===== src/rtl/div_unit.sv =====
// Iterative radix-2 restoring divider, signed or unsigned, with sign fix-up.
// Latency DW+1 cycles (1 cycle for a zero divisor); result is held while start_i stays high.
module div_unit #(
   parameter int DW = 32
) (
   input  logic            clk,
   input  logic            rst,
   input  logic            signed_div_i,
   input  logic [DW-1:0]   opdata1_i,
   input  logic [DW-1:0]   opdata2_i,
   input  logic            start_i,
   input  logic            annul_i,
   output logic [2*DW-1:0] result_o,
   output logic            ready_o,
   output logic            busy_o
);

   localparam int CW = $clog2(DW + 1);

   typedef enum logic [1:0] {
      IDLE,
      BYZERO,
      ON,
      END
   } state_t;

   state_t          state;
   logic [CW-1:0]   cnt;
   logic [2*DW:0]   pr;
   logic [DW-1:0]   divisor;
   logic            neg_q;
   logic            neg_r;

   logic [DW-1:0]   dividend_mag;
   logic [DW-1:0]   divisor_mag;
   logic [2*DW:0]   pr_sh;
   logic [DW+1:0]   trial;
   logic [2*DW:0]   pr_nxt;
   logic [DW-1:0]   q_raw;
   logic [DW-1:0]   r_raw;
   logic [DW-1:0]   q_fix;
   logic [DW-1:0]   r_fix;

   always_comb begin
      dividend_mag = (signed_div_i && opdata1_i[DW-1]) ? -opdata1_i : opdata1_i;
      divisor_mag  = (signed_div_i && opdata2_i[DW-1]) ? -opdata2_i : opdata2_i;
   end

   // Trial subtract on the shifted upper DW+1 bits; the extra top bit of pr
   // acts as the bit shifted out, so trial[DW+1] is the borrow.
   always_comb begin
      pr_sh  = {pr[2*DW-1:0], 1'b0};
      trial  = pr[2*DW:DW-1] - {2'b00, divisor};
      pr_nxt = pr_sh;
      if (!trial[DW+1]) begin
         pr_nxt = {trial[DW:0], pr_sh[DW-1:1], 1'b1};
      end
   end

   always_comb begin
      q_raw = pr[DW-1:0];
      r_raw = pr[2*DW-1:DW];
      q_fix = neg_q ? -q_raw : q_raw;
      r_fix = neg_r ? -r_raw : r_raw;
   end

   assign busy_o = (state != IDLE);

   always_ff @(posedge clk or posedge rst) begin
      if (rst) begin
         state    <= IDLE;
         cnt      <= '0;
         pr       <= '0;
         divisor  <= '0;
         neg_q    <= 1'b0;
         neg_r    <= 1'b0;
         result_o <= '0;
         ready_o  <= 1'b0;
      end else begin
         case (state)
            IDLE: begin
               ready_o  <= 1'b0;
               result_o <= '0;
               if (start_i && !annul_i) begin
                  pr      <= {{(DW+1){1'b0}}, dividend_mag};
                  divisor <= divisor_mag;
                  neg_q   <= signed_div_i & (opdata1_i[DW-1] ^ opdata2_i[DW-1]);
                  neg_r   <= signed_div_i & opdata1_i[DW-1];
                  cnt     <= '0;
                  state   <= (opdata2_i == '0) ? BYZERO : ON;
               end
            end
            BYZERO: begin
               result_o <= '0;
               if (annul_i) begin
                  ready_o <= 1'b0;
                  state   <= IDLE;
               end else begin
                  ready_o <= 1'b1;
                  state   <= END;
               end
            end
            ON: begin
               if (annul_i) begin
                  ready_o  <= 1'b0;
                  result_o <= '0;
                  state    <= IDLE;
               end else if (cnt == CW'(DW)) begin
                  result_o <= {r_fix, q_fix};
                  ready_o  <= 1'b1;
                  state    <= END;
               end else begin
                  pr  <= pr_nxt;
                  cnt <= cnt + CW'(1);
               end
            end
            END: begin
               // Flushes are ignored here; the EX stage releases us by dropping start_i.
               if (!start_i) begin
                  ready_o  <= 1'b0;
                  result_o <= '0;
                  state    <= IDLE;
               end
            end
            default: begin
               ready_o  <= 1'b0;
               result_o <= '0;
               state    <= IDLE;
            end
         endcase
      end
   end

endmodule

===== config.mk =====
export PLATFORM = sky130hd
export DESIGN_NAME = div_unit
export DESIGN_NICKNAME = d
export VERILOG_FILES = /design/src/rtl/div_unit.sv
export SDC_FILE = /design/constraint.sdc
export NUM_CORES = 1
export LEC_CHECK = 0
export BUFFER_PORTS_ARGS = -buffer_cell sky130_fd_sc_hd__buf_2
export CAP_MARGIN = 20
export CORE_ASPECT_RATIO = 0.5
export CORE_MARGIN = 2
export CORE_UTILIZATION = 47
export DETAILED_ROUTE_END_ITERATION = 10
export PLACE_DENSITY = 0.73
export SYNTH_ARGS = -nofsm -noshare
export SYNTH_HDL_FRONTEND = slang
export SYNTH_SLANG_ARGS = --single-unit

===== constraint.sdc =====
create_clock -name clk -period 7.8 [get_ports clk]
set_clock_uncertainty 0.2 [all_clocks]
set_input_delay 0.39 -clock clk [delete_from_list [all_inputs] [get_ports clk]]
set_output_delay 0.39 -clock clk [all_outputs]
set_load 0.03 [all_outputs]

==> impl_metrics.csv <==
group,metric,value,unit
final_layout,antennaDiodeCount,0,
synth,ys.flop_type,"dfrtp_1",
synth,ys_ff_latch,172,
synth,synth_simple_gate_area_share,18.0,%
clock_network,cts_tree,"built",
sta,period_share,61.1,%
synth,synth_edf_count,0,
synth,ys_seq_area_share,38.0,%
synth,netlist_area,11300,µm²
die,dieWidth,223,µm
synth,yosysTopAreaCell,"dfrtp_1",
synth,synth.area.mux_share,2.59,%
clock_network,post_cts_resized,0,
final_layout,area_growth,13.5,%
place,hpwl,21600,µm
clock_network,clk_pin_slew,0.07,ns
sta,fin_crit,4.77,ns
sta,rsz0062_at_grt,"false",
setup_path,crit_arrival,4.85,ns
die,core_area,23800,µm²
clock_network,clk_latency,0.44,ns
final_layout,multi_input_area,6520,µm²
setup_path,cp-start-kind,"flop",
detailed_routing,drt_iter0_markers,1027,
final_layout,nets,1566,
min_path,holdPathStages,3,
power_and_ir_drop,powerDensity,482,nW/µm²
synth,async_reset_ff_share,100,%
power_and_ir_drop,ir_drop,207,µV
sta,finalSetupViolCount,0,
synth,syn-instance-count,1360,
sta,fmaxAchievable,210,MHz
synth,synth_top_family_by_area,"compound AO/OA/AOI/OAI gates",
sta,final_hold_viol_count,0,
power_and_ir_drop,power,6.18,mW
synth,synthAdderAreaFrac,4.82,%
place,gp_congestion,0.880,
power_and_ir_drop,leakage,5.81,nW
setup_path,critPathKind,"reg2reg",
setup_path,reg2reg_from,"pr[32]",
die,die_area,25400,µm²
detailed_routing,remaining_drc_errors,0,
synth,yosys_warnings,0,
setup_path,cpMaxStageDelayCell,"a2111oi_0",
synth,synth_compound_area_share,21.1,%
clock_network,cts_num_sinks,172,
global_route,grt_max_degree,103,
synth,yosys.area_share.xor_xnor,10.8,%
die,ios,135,
place,port_buffers,134,
final_layout,drive_gt1_share,13.8,%
setup_path,crit_chain,"ha_1 > nor2b_1 > o2111ai_1 > a2111oi_0 > o21bai_1 > a31oi_1 > a311oi_1 > a311oi_4 > buf_4 > mux2i_1 > o21ai_0",
global_route,grt-ovfl-total,0,
final_layout,nFillCells,2238,
min_path,hold_path_class,"in2reg",
synth,syn-num-nets,1472,
global_route,antenna_found_initial,1,
final_layout,seq_area,4300,µm²
detailed_routing,avgViaCountPerCell,5.65,
detailed_routing,firstDrtPassIters,6,
die,start_util,47.5,%
detailed_routing,via_count,10100,
sta,worst_slew_pin_slew,1.03,ns
die,fp-row-count,40,
flow_run,maxCapViolCount,0,
sta,slew_violations,0,
clock_network,max-clock-path-buffers,2,
setup_path,cp_top_family,"compound AO/OA/AOI/OAI gates",
min_path,worstHoldEndpoint,"divisor[25]",
die,die_h,114,µm
sta,tns,0,ns
setup_path,required,7.89,ns
sta,relSlewSlack,31.6,%
clock_network,cts-root-buf,"clkbuf_16",
detailed_routing,wl_per_cell,16.7,µm
setup_path,crit_path_end_kind,"flop",
setup_path,crit_path_max_fanout,32,
synth,avgSynthCellArea,8.32,µm²
setup_path,worstRegToRegCells,11,
global_route,grtUsageTotal,23.9,%
setup_path,cpPeakStageDelay,0.81,ns
clock_network,ctsHtreeMaxLevel,4,
final_layout,layout_common_cells,"223 x nand2_1, 183 x o21ai_0, 172 x dfrtp_1, 134 x buf_2, 92 x a21oi_1",
min_path,min_from,"opdata2_i[25]",
detailed_routing,ant_nets,0,
synth,yosys.area.top_type_share,38.0,%
run_status,outcome,"finished, final reports clean",
final_layout,final_common_cell,"nand2_1",
setup_path,rr_endpoint,"pr[37]",
global_route,grt_pass1_vias,9469,
synth,synth_area_leaders,"dfrtp_1 38%, o21ai_0 8.1%, nand2_1 7.4%",
setup_path,r2r_setup_slack,3.03,ns
setup_path,worst-path-buf-inv,1,
synth,synth_cell_types,76,
clock_network,cts_buffers,17,
detailed_routing,drt-total-wl,29700,µm
global_route,grt_pass1_wl,48800,µm
==> worst min-delay path, stage by stage <==
cell and delay, ns:
buf_2 0.10, xnor2_1 0.10, o21ai_0 0.06
==> state kept, by name (all words and copies together), names as in the netlist <==
signal / flops
cnt: 6
divisor: 32
state: 2
neg_q: 1
result_o: 64
ready_o: 1
pr: 65
neg_r: 1
==> synthesized netlist by cell type, drive strengths merged (14+ instances only) <==
library cell	instances
nor4	15
nand3	26
nor3	18
nand2	223
mux2i	27
nor2	70
inv	60
o31ai	32
or4	14
or3	17
dfrtp	172
xnor2	54
clkbuf	57
ha	42
o21ai	204
a21oi	92
xor2	85
==> kinds of logic after synthesis <==
| logic type | Yosys count |
|---|---|
| buf+inv | 130 |
| simple gates | 440 |
| xor+xnor | 139 |
| mux | 29 |
| fa+ha+maj | 43 |
| compound gates | 407 |
| flops | 172 |
==> worst max-delay path by stage <==
stage          slack (ns)      to   start  depth (start not counted)
3_3_place_gp         3.38  pr[36]  pr[32]                         11
6_report             3.03  pr[37]  pr[32]                         11
2_1_floorplan        2.55  cnt[0]     rst                          1
5_1_grt              2.84  pr[37]  pr[32]                         11
4_1_cts              3.18  pr[37]  pr[32]                         11
3_5_place_dp         3.28  pr[37]  pr[32]                         11
==> cell type report <==
| type | instances | area share, % |
|---|---|---|
| tap | 315 | 3.07 |
| multi-input combinational | 1058 | 50.8 |
| sequential | 172 | 33.5 |
| inverter | 61 | 1.82 |
| timing repair buffer | 144 | 6.08 |
| clock inverter | 15 | 1.37 |
| clock buffer | 17 | 3.31 |
==> routing by layer <==
metal	GRT usage, %	part of all wire [%]
met5	0	0
met1	34.2	48
met3	4.25	5.7
met2	37.5	45
met4	6.84	1.6
==> power breakdown <==
part	leakage (nW)	total, mW	internal, mW	switching, mW
clock	0.287	0.887	0.483	0.404
sequential	2.28	1.66	1.24	0.418
combinational	3.25	3.64	1.42	2.22
==> through the flow <==
stage | std cells | setup slack, ns | utilization, % | area [µm²] | hold slack, ns
floorplan | 1360 | 2.55 | - | 11300 | 0.249
global placement | 1747 | 3.38 | 51.1 | 12200 | 0.258
detailed placement | 1747 | 3.28 | 51.1 | 12200 | 0.266
CTS | 1780 | 3.18 | 53.7 | 12800 | 0.0431
global route | 1782 | 2.84 | 53.9 | 12800 | 0.0590
finish | 1782 | 3.03 | 53.9 | 12800 | 0.0545
==> timing repair <==
action | CTS | global route
buffers inserted | 0 | 0
hold buffers | 1 | 0
endpoints found under the hold margin | 89 | 0
endpoints found under the setup margin | 0 | 0
Note: power is estimated with default switching activity, not from simulation.
